File: config.mk
export PLATFORM = sky130hd
export DESIGN_NAME = serial_adder_ctrl
export DESIGN_NICKNAME = d
export VERILOG_FILES = /design/src/rtl/serial_adder_pkg.sv /design/src/rtl/full_adder_gate.sv /design/src/rtl/serial_adder_ctrl.sv
export SDC_FILE = /design/constraint.sdc
export NUM_CORES = 1
export LEC_CHECK = 0
export ABC_AREA = 1
export CAP_MARGIN = 5
export CORE_ASPECT_RATIO = 0.75
export CORE_MARGIN = 5
export CORE_UTILIZATION = 38
export DETAILED_ROUTE_END_ITERATION = 10
export HOLD_SLACK_MARGIN = 0.08
export PLACE_DENSITY = 0.6
export SETUP_SLACK_MARGIN = 0.3
export SYNTH_ARGS = -nofsm -noshare
export SYNTH_HDL_FRONTEND = slang
export SYNTH_SLANG_ARGS = --single-unit
File: constraint.sdc
create_clock -name clk -period 2.83 [get_ports clk]
set_clock_uncertainty 0.15 [all_clocks]
set_input_delay 0.7075 -clock clk [delete_from_list [all_inputs] [get_ports clk]]
set_output_delay 0.7075 -clock clk [all_outputs]
set_load 0.02 [all_outputs]
File: src/rtl/serial_adder_pkg.sv
// serial_adder_pkg: state encoding shared by the bit-serial adder controller
package serial_adder_pkg;
  localparam logic [1:0] ST_IDLE = 2'd0;
  localparam logic [1:0] ST_RUN  = 2'd1;
  localparam logic [1:0] ST_DONE = 2'd2;
  typedef enum logic [1:0] {
    IDLE = ST_IDLE,
    RUN  = ST_RUN,
    DONE = ST_DONE,
    BAD  = 2'd3
  } state_e;
endpackage

File: src/rtl/full_adder_gate.sv
// full_adder_gate: 1-bit gate-level full-adder cell
module full_adder_gate (
  input  logic a,
  input  logic b,
  input  logic cin,
  output logic sum,
  output logic cout
);
  logic p, g, t;
  xor (p, a, b);
  xor (sum, p, cin);
  and (g, a, b);
  and (t, p, cin);
  or  (cout, g, t);
endmodule

File: src/rtl/serial_adder_ctrl.sv
// serial_adder_ctrl: sequences one full-adder cell over WIDTH cycles to add a + b + cin
module serial_adder_ctrl
  import serial_adder_pkg::*;
#(
  parameter  int WIDTH = 8,
  localparam int CNT_W = $clog2(WIDTH) + 1
) (
  input  logic             clk,
  input  logic             rst_n,
  input  logic             start,
  input  logic [WIDTH-1:0] a,
  input  logic [WIDTH-1:0] b,
  input  logic             cin,
  output logic             ready,
  output logic             busy,
  output logic             done,
  output logic [WIDTH-1:0] sum,
  output logic             cout
);
  state_e state, nxt;
  logic [WIDTH-1:0] a_sh, b_sh, res_sh;
  logic [CNT_W-1:0] cnt;
  logic carry, fa_sum, fa_cout, load, last;
  full_adder_gate u_fa (
    .a(a_sh[0]),
    .b(b_sh[0]),
    .cin(carry),
    .sum(fa_sum),
    .cout(fa_cout)
  );
  assign busy  = state == RUN;
  assign ready = state == IDLE || state == DONE;
  assign done  = state == DONE;
  assign load  = ready && start;
  assign last  = busy && cnt == CNT_W'(WIDTH - 1);
  // the illegal encoding is neither busy nor ready, so it falls back to IDLE
  always_comb begin
    nxt = IDLE;
    if (busy) nxt = last ? DONE : RUN;
    else if (load) nxt = RUN;
  end
  always_ff @(posedge clk) begin
    if (!rst_n) begin
      state  <= IDLE;
      a_sh   <= '0;
      b_sh   <= '0;
      res_sh <= '0;
      carry  <= 1'b0;
      cnt    <= '0;
      sum    <= '0;
      cout   <= 1'b0;
    end else begin
      state <= nxt;
      if (load) begin
        a_sh  <= a;
        b_sh  <= b;
        carry <= cin;
        cnt   <= '0;
      end else if (busy) begin
        a_sh   <= a_sh >> 1;
        b_sh   <= b_sh >> 1;
        res_sh <= {fa_sum, res_sh[WIDTH-1:1]};
        carry  <= fa_cout;
        cnt    <= cnt + CNT_W'(1);
      end
      if (last) begin
        sum  <= {fa_sum, res_sh[WIDTH-1:1]};
        cout <= fa_cout;
      end
    end
  end
endmodule

After elaboration in Yosys (flattened, before gate mapping):

Cells that the tools add are included.

* output and inout port bits: 12
* input port bits: 20
* bits in registers: 40

* eq/ne operators: 3
* bitwise gates (word level): 7
* multiplexer cells: 9
* add/sub/neg operators: 1
* reduce and logical (&&, ||, !) cells: 7

Operator list (number)
* 8-bit two-way mux: 4
* 4-bit by 1-bit adder with 4-bit output (second input constant): 1
* 4-bit by 3-bit equality test with 1-bit output (second input constant): 1
* 2-bit two-way mux: 2
* 1-bit two-way mux: 3
* 1-bit AND: 2
* 2-bit by 1-bit equality test with 1-bit output (second input constant): 1
* 2-bit equality test (second input constant): 1
* 1-bit logical AND: 2
* 2-bit logical NOT: 1
* 1-bit inverter: 2
* 2-bit AND reduction: 1
* 2-bit nonzero test: 1
* 2-bit OR reduction: 1
* 1-bit XOR: 2
* 1-bit logical OR: 1
* 1-bit bitwise OR: 1

Depth between registers and ports, before layout:

Gate-level depths: netlist of the first run.

* depth in word-level cells: 5
* depth in mapped cells: 8
* mapped depth without buffers: 7

Cells and area by module:

From an unflattened synthesis of the first run, not the netlist that was laid out.

* cells, all modules: 241
* area, all modules: 1689.1 um2

Modules (own cells, without submodules)
* serial_adder_ctrl: instances 1, cells each 240, area an instance 1669.1 um2, sequential area each 780.7 um2
* full_adder_gate: instances 1, cells each 1, area an instance 20.0 um2, sequential area each 0.0 um2

Worst setup path before layout of the first run:

No wires, ideal clock.

* path kind: reg2out
* start: reg state[0]
* end: out done
* data required time: 1.972 ns
* arrival: 0.761 ns
* slack: 1.212 ns
* stages on the path, launching flop included: 3
* cell sequence: dfxtp_1 buf_6 nor2_1

* longest elaborated chain between the ends: 1

Ends and longest elaborated chain
* start: declaration: RTL line serial_adder_ctrl.sv:20 `state_e state, nxt;`
* start signal: assignment: RTL line serial_adder_ctrl.sv:53 `state <= nxt;`
* 2-bit equality test: RTL line serial_adder_ctrl.sv:33 `assign done = state == DONE;`
* end: declaration: RTL line serial_adder_ctrl.sv:16 `output logic done,`

Every way passes these cells.

Worst setup path after layout of the first run:

Ends and elaborated chain as after synthesis.

==> key figures, run 1 <==
STA
  • Final setup TNS: 0 ns
  • Max Slew Vio Count: 0
  • Endpoints failing setup: 0
  • Unrepaired setup endpoints after global routing: false
  • Final hold vios: 0
  • Hold slack: 0.2974 ns
  • Fmax: 417.5 MHz
  • Slew margin rel.: 65.98%
  • Min Tclk post-route: 2.395 ns
  • Worst-margin pin slew: 0.5097 ns
  • Final worst-path cycle share: 84.64%

Synthesis
  • EDFF count, synth: 0
  • Compound-Gate Fraction of Synth Area: 8.012%
  • Netlist cell types: 18
  • Syn_nets: 264
  • Count of yosys warnings during synthesis: 0
  • Synthesized area per cell: 6.969 µm²
  • Post-synth ARST share: 0%
  • Main flop type after synthesis: dfxtp_1
  • Largest family of logic cells by synthesized area: simple AND/OR/NAND/NOR gates
  • Post-Synth Adder-Cell Area: 1.929%
  • Sequential area share after synthesis: 46.29%
  • Post-Syn Area: 1687 µm²
  • Mux cell area share after synthesis: 0%
  • Cells after synthesis: 242
  • FF+latch count, synth: 39
  • Synth Area in XOR/XNOR: 0%
  • Simple-Gate Fraction of Synth Area: 33.16%

Placed design
  • Port bufs: 31
  • Post-Place Cells: 324
  • GP Congestion: 0.7408
  • Detail Placement HPWL: 2289 µm

Worst setup path
  • Critical-path top delay cell: clkdlybuf4s50_1
  • Crit path kind: flip-flop to primary output
  • Worst path required time: 1.97 ns
  • CP endpoint kind: primary output
  • Cells on worst reg2reg path: 7
  • Setup crit start kind: flip-flop
  • Worst reg2reg startpoint: state[1]$_SDFF_PN0_
  • R2R Path End: sum[3]$_SDFFE_PN0P_
  • WP data arrival: 1.54 ns
  • Worst-path cell chain: buf_4 -> nor2_1 -> clkdlybuf4s50_1
  • Worst Path Max Fanout: 10
  • Worst path max stage delay: 0.61 ns
  • Reg2reg setup slack: 1.22 ns

Global route
  • Initial antenna violation count: 0
  • Global-route wire length before repair: 5927 µm
  • GRT Overall Usage: 12.87%
  • Pin count of the biggest net entering global routing: 31
  • Vias in the first global route: 1,352
  • GRT overflow: 0

Clock tree
  • Resized cells post-CTS: 1
  • Worst-Skew Late Latency: 0.29 ns
  • CTS root buf: clkbuf_8
  • # clock sinks: 39
  • Htree depth: 2
  • CTS buffer count: 5
  • Post-CTS setup buffers: 0
  • CTS Hold Buffers Added: 0
  • Maximum buffer depth of the clock tree: 2
  • Clock transition at path regs: 0.08 ns
  • CTS tree: yes

Pwr
  • Clock network power share: 41.9%
  • Gate power share: 12.3%
  • Pint: 0.001005 W
  • Switching Fraction: 23.65%
  • Peak VDD IR: 286.1 µV
  • Net Sw Power: 0.0003113 W
  • Sequential power share: 45.7%
  • Pleak: 1.002 nW
  • Power density over the cells: 608.4 nW/µm²

Floorplanning
  • Die Ht: 67.70 µm
  • CORE AREA: 4388 µm²
  • Die X-Extent: 86.93 µm
  • I/O pin count: 32
  • Initial Utilization: 38.44%
  • FP Rows: 21
  • Die area: 5885 µm²

Worst hold path
  • Hold Path Origin: sum[7]$_SDFFE_PN0P_
  • Worst Hold Depth: 2
  • Worst Hold End: sum[7]$_SDFFE_PN0P_
  • Hold crit path type: flip-flop to flip-flop

Route
  • TritonRoute pass-1 iters: 4
  • Residual DRC: 0
  • Via count: 1,463
  • 1st-iter DRT viols: 81
  • WL final: 3390 µm
  • Vias/cell: 4.407
  • Routed Antenna Nets: 0
  • Drt wl/cell: 10.21 µm

Cells and area
  • Area Overhead vs Synth: 28.26%
  • Finished Layout Cells: 332
  • Share of cells above drive strength 1: 6.545%
  • Fin nets: 296
  • ANT cells: 0

Flow run
  • Number of max-cap violations: 0

Status
  • Status: completed
[stage by stage]
stage               utilization, %  total power [W]  setup slack [ns]  instance area (µm²)
finish                       49.30         0.001316            0.4348                 2163
global route                 49.30         0.001375            0.3547                 2163
CTS                          49.30         0.001333            0.4097                 2163
detailed placement           46.31        0.0007784            0.5383                 2032
global placement             46.31        0.0007779            0.5638                 2032
floorplan                        -        0.0007254             1.212                 1687
[flip-flops by register name, indices dropped and copies added (netlist names)]
name and flops:
state 2, cnt 4, a_sh 8, res_sh 7
carry 1, cout 1, sum 8, b_sh 8
[cell usage in the layout (no fill, tap or decap)]
cell type,count
nand2_1,68
dfxtp_1,39
nor2_1,38
clkdlybuf4s50_1,30
inv_1,29
nand3_1,21
o21ai_0,16
a21oi_1,11
clkbuf_8,5
inv_2,3
buf_4,3
nand2_4,2
nor2_2,2
bufinv_16,2
nor3_4,1
nor3_1,1
fa_1,1
ha_1,1
clkbuf_1,1
dlygate4sd2_1,1
[critical path, delay by kind of cell (launching register included)]
kind,cells,cell delay [ns]
buf+inv,2,0.79
flops,1,0.34
simple gates,1,0.11
[layout make-up]
cell class | instances | area, µm²
clock inverter | 2 | 60.06
tap | 57 | 71.32
clock buffer | 6 | 72.57
multi-input combinational | 162 | 726.9
sequential | 39 | 780.7
fill | 456 | 2225
inverter | 32 | 120.1
timing repair buffer | 34 | 331.6
[power groups by stage]
stage / sequential [W] / clock, W / combinational (W)
final: 0.000602 / 0.000552 / 0.000162
after global routing: 0.000606 / 0.000582 / 0.000186
after CTS: 0.000602 / 0.000568 / 0.000164
after detailed placement: 0.000614 / 0 / 0.000164
after global placement: 0.000615 / 0 / 0.000163
after floorplan: 0.000610 / 0 / 0.000115
[Yosys cell counts (2+ instances only)]
master / instances / area (µm²)
nor2_2: 2 / 12.51
nand2_1: 68 / 255.2
buf_2: 2 / 10.01
o21ai_0: 16 / 80.08
dfxtp_1: 39 / 780.8
inv_2: 3 / 11.26
nor2_1: 38 / 142.6
inv_1: 29 / 108.9
clkbuf_1: 3 / 11.26
nand3_1: 21 / 105.1
a21oi_1: 11 / 55.05
buf_6: 2 / 22.52
buf_4: 2 / 15.01
nand2_4: 2 / 22.52
[how the worst max path moves through the flow]
stage	startpoint	to	slack [ns]	cells after the start
after floorplan	state[0]$_SDFF_PN0_	done	1.21	2
after global placement	rst_n	sum[5]$_SDFFE_PN0P_	0.56	5
after detailed placement	state[1]$_SDFF_PN0_	busy	0.54	4
after CTS	state[0]$_SDFF_PN0_	done	0.41	3
after global routing	state[0]$_SDFF_PN0_	done	0.35	3
final	state[0]$_SDFF_PN0_	done	0.43	3
[logic make-up (layout without fill, tap and decap cells)]
logic type,count (synthesis),count (layout)
adders and majority gates,2,2
DFF,39,39
and+or+nand+nor,133,133
AOI/OAI and AO/OA,27,27
buffers and inverters,41,74
[per-layer routing]
metal	up-vias	share of wire (%)	wire (µm)	track usage, %
li1	804	-	-	-
met1	623	55	1867	17.50
met2	28	37	1261	18.37
met3	8	5.8	197	4.268
met4	0	1.9	64	5.837
met5	-	0	0	0
Note: power is estimated with default switching activity, not from simulation.
==> run 2, diff against run 1 <==
PLACE_DENSITY = 0.63   (was 0.6)
clock period = 2.2 ns   (was 2.83 ns; I/O delays follow)
==> run 2 against run 1 <==
Effect of this change:
- power grew 20%
- wire length shrank 3.0%
- die area is the same
- critical path type unchanged
- flip-flop and latch count is the same
==> key figures, run 2 (synthesized netlist as in run 1, its figures left out) <==
Floorplanning
  • CORE AREA: 4388 µm² (unchanged)
  • Die area: 5885 µm² (unchanged)
  • I/O pin count: 32 (unchanged)
  • FP Rows: 21 (unchanged)
  • Initial Utilization: 38.44% (unchanged)
  • Die X-Extent: 86.93 µm (unchanged)
  • Die Ht: 67.70 µm (unchanged)

STA
  • Final worst-path cycle share: 83.25%
  • Endpoints failing setup: 0 (unchanged)
  • Min Tclk post-route: 1.831 ns
  • Slew margin rel.: 72.34% (+6.4 points)
  • Unrepaired setup endpoints after global routing: false
  • Final hold vios: 0 (unchanged)
  • Final setup TNS: 0 ns (unchanged)
  • Max Slew Vio Count: 0 (unchanged)
  • Fmax: 546.0 MHz
  • Worst-margin pin slew: 0.4135 ns (-0.09615 ns)

Status
  • Status: completed

Clock tree
  • Maximum buffer depth of the clock tree: 2 (unchanged)
  • CTS tree: yes
  • Clock transition at path regs: 0.08 ns (about the same)
  • Htree depth: 2 (unchanged)
  • CTS buffer count: 5 (unchanged)
  • Worst-Skew Late Latency: 0.29 ns (about the same)
  • Post-CTS setup buffers: 0 (unchanged)
  • # clock sinks: 39 (unchanged)
  • CTS root buf: clkbuf_8

Worst setup path
  • CP endpoint kind: primary output
  • Worst Path Max Fanout: 7 (-3)
  • Crit path kind: flip-flop to primary output
  • Setup crit start kind: flip-flop
  • WP data arrival: 1.13 ns (-0.41 ns)
  • Worst path required time: 1.50 ns (-0.47 ns)
  • Reg2reg setup slack: 0.56 ns (-0.66 ns)

Placed design
  • GP Congestion: 0.7368 (-0.54%)
  • Detail Placement HPWL: 2285 µm (-0.20%)
  • Port bufs: 31 (unchanged)

Cells and area
  • Finished Core Util: 48.90% (-0.40 points)
  • Area Overhead vs Synth: 27.23%
  • ANT cells: 0 (unchanged)
  • Filler instances: 454 (-0.44%)
  • Biggest regs: a_sh x8, b_sh x8, sum x8
  • Most common cell after layout, fill and taps aside: nand2_1
  • Fin nets: 299 (+1.0%)
  • Most frequent cells in the layout: nand2_1 (68), nor2_1 (38), dfxtp_1 (38)
  • Share of cells above drive strength 1: 8.993% (+2.4 points)

Global route
  • Vias in the first global route: 1,366 (+1.0%)
  • Initial antenna violation count: 0 (unchanged)
  • Global-route wire length before repair: 5871 µm (-0.94%)
  • Pin count of the biggest net entering global routing: 31 (unchanged)
  • GRT Overall Usage: 12.52% (-0.35 points)
  • GRT overflow: 0 (unchanged)

Pwr
  • Pleak: 1.052 nW (+5.0%)
  • Peak VDD IR: 508.5 µV (+78%)
  • Power density over the cells: 736.0 nW/µm² (+21%)

Worst hold path
  • Hold crit path type: flip-flop to flip-flop

Route
  • Routed Antenna Nets: 0 (unchanged)
  • Via count: 1,483 (+1.4%)
  • Drt wl/cell: 9.812 µm (-3.9%)
  • TritonRoute pass-1 iters: 4 (unchanged)
  • 1st-iter DRT viols: 55 (-32%)
  • WL final: 3287 µm (-3.0%)
  • Vias/cell: 4.427 (+0.46%)
  • Residual DRC: 0 (unchanged)

Flow run
  • Number of max-cap violations: 0 (unchanged)
## run 2: power by group
part / switching [W] / internal, W / total (W) / leakage [nW]
Sequential: 0.0000270 / 0.000749 / 0.000776 / 0.320
Clock: 0.000256 / 0.000338 / 0.000593 / 0.0581
Combinational: 0.000116 / 0.0000931 / 0.000210 / 0.675
Total: 0.000399 / 0.00118 / 0.00158 / 1.05
## run 2: area by class of cell
| class | count | area [µm²] | area share (%) |
|---|---|---|---|
| Sequential cell | 39 | 782.0 | 36.44 |
| Multi-Input combinational cell | 162 | 726.9 | 33.88 |
| Timing Repair Buffer | 37 | 332.8 | 15.51 |
| Inverter | 32 | 120.1 | 5.598 |
| Tap cell | 57 | 71.32 | 3.324 |
| Clock buffer | 5 | 68.82 | 3.207 |
| Clock inverter | 3 | 43.79 | 2.041 |
## run 2: what timing repair did
action                     in CTS  in global routing
setup endpoints to repair      12                  2
gates resized for setup        13                  4
cloned                          0                  0
hold buffers                    0                  0
## run 2: layer usage
layer | part of all wire (%) | vias up | global-route usage, %
li1 | - | 813 | -
met1 | 55 | 634 | 17.07
met2 | 39 | 32 | 19.03
met3 | 6.2 | 4 | 4.268
met4 | 0.58 | 0 | 2.918
met5 | 0 | - | 0
## run 2: worst paths after layout
| kind | from | endpoint | cells after the start |
|---|---|---|---|
| max | state[0]$_SDFF_PN0_ | ready | 2 |
| min | sum[1]$_SDFFE_PN0P_ | sum[1]$_SDFFE_PN0P_ | 2 |
| max reg2reg | state[1]$_SDFF_PN0_ | sum[7]$_SDFFE_PN0P_ | 7 |
| min reg2reg | sum[1]$_SDFFE_PN0P_ | sum[1]$_SDFFE_PN0P_ | 2 |
## run 2: worst max-delay path: stages (launching register included)
cell and delay, ns:
dfxtp_2 0.43, inv_2 0.08, dlygate4sd2_1 0.33
## run 2: metrics by stage
stage	cell area (µm²)	total power, W	setup WS, ns	hold slack (ns)	std cells
final	2146	0.001579	0.3685	0.2923	335
after CTS	2153	0.001600	0.2688	0.2972	335
after global placement	2054	0.001005	0.2538	0.2782	327
after global routing	2146	0.001671	0.3051	0.3162	335
after detailed placement	2054	0.001006	0.2164	0.2828	327
after floorplan	1687	0.0009331	0.7391	0.2769	242
==> run 3, diff against run 2 <==
PLACE_DENSITY = 0.6   (was 0.63)
clock period = 1.85 ns   (was 2.2 ns; I/O delays follow)
==> run 3 against run 2 <==
Effect of this change:
- register-to-register slack worse by 0.14 ns
- largest power group unchanged
- critical path depth stayed put
- critical endpoint is now done
- first-iteration DRC count is 38% lower
- die area stayed put
- sequential power is 19% higher
- sequential share of layout area is 1.1 points lower
- cell count is 2.1% higher
- clock power is 22% higher
- largest cell class unchanged
==> key figures, run 3 (synthesized netlist as in run 1, its figures left out) <==
Status
  • Status: completed

Cells and area
  • Filler instances: 453 (-0.22%)
  • Biggest regs: a_sh x8, b_sh x8, sum x8
  • Finished Layout Cells: 342 (+2.1%)
  • Finished Cell Area: 2223 µm² (+3.6%)
  • Most frequent cells in the layout: nand2_1 (68), dfxtp_1 (37), nor2_1 (35)
  • Share of cells above drive strength 1: 17.19% (+8.2 points)
  • Most common cell after layout, fill and taps aside: nand2_1
  • Fin nets: 306 (+2.3%)
  • ANT cells: 0 (unchanged)
  • Area Overhead vs Synth: 31.82%

STA
  • Min Tclk post-route: 1.537 ns
  • Worst Slack Setup Final: 0.3132 ns (-0.05531 ns)
  • Final worst-path cycle share: 83.07%
  • Final setup TNS: 0 ns (unchanged)
  • Slew margin rel.: 84.36% (+12 points)
  • Max Slew Vio Count: 0 (unchanged)
  • Endpoints failing setup: 0 (unchanged)
  • Hold slack: 0.2942 ns (+0.001929 ns)
  • Fmax: 650.7 MHz
  • Final hold vios: 0 (unchanged)
  • Unrepaired setup endpoints after global routing: true
  • Worst-margin pin slew: 0.2346 ns (-0.1789 ns)

Worst hold path
  • Hold crit path type: flip-flop to flip-flop
  • Hold Path Origin: cout$_SDFFE_PN0P_

Worst setup path
  • Worst path max stage delay: 0.38 ns (-0.05 ns)
  • CP endpoint kind: primary output
  • Buf/Inv on CP: 1 (-1)
  • Crit path kind: flip-flop to primary output
  • WP data arrival: 0.92 ns (-0.21 ns)
  • Worst path required time: 1.24 ns (-0.26 ns)
  • Largest delay share family, worst path: flip-flops
  • Worst Path Max Fanout: 4 (-3)
  • Setup crit start kind: flip-flop
  • Critical Path Start: state[0]$_SDFF_PN0_
  • Critical-path top delay cell: dfxtp_4
  • Worst reg2reg startpoint: cnt[0]$_SDFFE_PP0P_
  • R2R Path End: sum[3]$_SDFFE_PN0P_
  • Cells on worst reg2reg path: 7 (unchanged)
  • Critical Path Stages: 2 (unchanged)
  • Reg2reg setup slack: 0.42 ns (-0.14 ns)
  • Worst-path cell chain: nor2_4 -> buf_6
  • End point of the critical path: done

Floorplanning
  • Die Ht: 67.70 µm (unchanged)
  • CORE AREA: 4388 µm² (unchanged)
  • Die X-Extent: 86.93 µm (unchanged)
  • FP Rows: 21 (unchanged)
  • I/O pin count: 32 (unchanged)
  • Initial Utilization: 38.44% (unchanged)
  • Die area: 5885 µm² (unchanged)

Clock tree
  • CTS buffer count: 5 (unchanged)
  • CTS tree: yes
  • Htree depth: 2 (unchanged)
  • Clock transition at path regs: 0.07 ns (about the same)
  • Post-CTS setup buffers: 0 (unchanged)
  • # clock sinks: 39 (unchanged)
  • Maximum buffer depth of the clock tree: 2 (unchanged)
  • CTS root buf: clkbuf_8
  • CTS Hold Buffers Added: 0 (unchanged)
  • Worst-Skew Late Latency: 0.28 ns (about the same)

Route
  • TritonRoute pass-1 iters: 4 (unchanged)
  • Routed Antenna Nets: 0 (unchanged)
  • Vias/cell: 4.474 (+1.1%)
  • Drt wl/cell: 10.30 µm (+5.0%)
  • Residual DRC: 0 (unchanged)
  • Via count: 1,530 (+3.2%)
  • 1st-iter DRT viols: 34 (-38%)
  • WL final: 3524 µm (+7.2%)

Placed design
  • Port bufs: 31 (unchanged)
  • Post-Place Cells: 334 (+2.1%)
  • Detail Placement HPWL: 2518 µm (+10%)
  • Dpl cell area: 2120 µm² (+3.2%)
  • Pre-CTS setup slack: 0.009248 ns (-0.2072 ns)
  • GP Congestion: 0.7628 (+3.5%)

Global route
  • Pin count of the biggest net entering global routing: 31 (unchanged)
  • Initial antenna violation count: 0 (unchanged)
  • Vias in the first global route: 1,469 (+7.5%)
  • GRT Overall Usage: 13.37% (+0.85 points)
  • Global-route wire length before repair: 6237 µm (+6.2%)
  • GRT overflow: 0 (unchanged)

Pwr
  • Pleak: 1.073 nW (+2.0%)
  • Power density over the cells: 860.9 nW/µm² (+17%)
  • Peak VDD IR: 415.7 µV (-18%)

Flow run
  • Number of max-cap violations: 0 (unchanged)
run 3: changes by cell type in the layout (fill, tap and decap cells not counted), sizes merged:
cell | previous run | this run
buf | 6 | 17
clkbuf | 7 | 14
clkdlybuf4s50 | 19 | 18
clkinv | 2 | 1
dlygate4sd2 | 10 | 0
dlymetal6s2s | 0 | 1
run 3: worst min-delay path by stage:
stage	to	slack [ns]	cells past startpoint
after detailed placement	sum[4]$_SDFFE_PN0P_	0.28	2
final	cout$_SDFFE_PN0P_	0.29	2
after CTS	sum[4]$_SDFFE_PN0P_	0.30	2
after global routing	sum[0]$_SDFFE_PN0P_	0.32	2
after global placement	sum[2]$_SDFFE_PN0P_	0.28	2
after floorplan	sum[0]$_SDFFE_PN0P_	0.28	2
run 3: metrics by stage:
stage	total power, W	util (%)
2_1_floorplan	0.001110	-
3_3_place_gp	0.001208	48.30
3_5_place_dp	0.001209	48.30
4_1_cts	0.001938	50.96
5_1_grt	0.002029	50.67
6_report	0.001914	50.67
run 3: final cells by class:
cell class / instances / area (µm²) / area share [%]
Timing Repair Buffer: 44 / 381.6 / 17.16
Sequential cell: 39 / 785.8 / 35.34
Multi-Input combinational cell: 162 / 744.5 / 33.48
Tap cell: 57 / 71.32 / 3.208
Clock buffer: 6 / 82.58 / 3.714
Inverter: 32 / 122.6 / 5.515
Clock inverter: 2 / 35.03 / 1.576
run 3: timing repair:
item                       CTS  global route
gates resized for setup     36            22
hold endpoints to repair     0             0
setup endpoints to repair   17            38
run 3: routing by layer:
| metal | track usage (%) | share of wire, % | wire length (µm) | up-vias |
|---|---|---|---|---|
| met3 | 4.512 | 7.6 | 268 | 7 |
| met4 | 4.669 | 1.3 | 46 | 0 |
| met1 | 17.06 | 51 | 1794 | 657 |
| met5 | 0 | 0 | 0 | - |
| met2 | 21.12 | 40 | 1414 | 39 |
| li1 | - | - | - | 827 |
run 3: tightest hold or removal path, cell delays in order (launching register included):
cell and delay, ns:
dfxtp_1 0.31, nand2_1 0.06, nand2_1 0.04
run 3: power by group:
| group | internal, W | total (W) | leakage, nW | switching [W] |
|---|---|---|---|---|
| clock | 0.000436 | 0.000722 | 0.0612 | 0.000286 |
| combinational | 0.000124 | 0.000269 | 0.692 | 0.000145 |
| sequential | 0.000891 | 0.000923 | 0.321 | 0.0000320 |
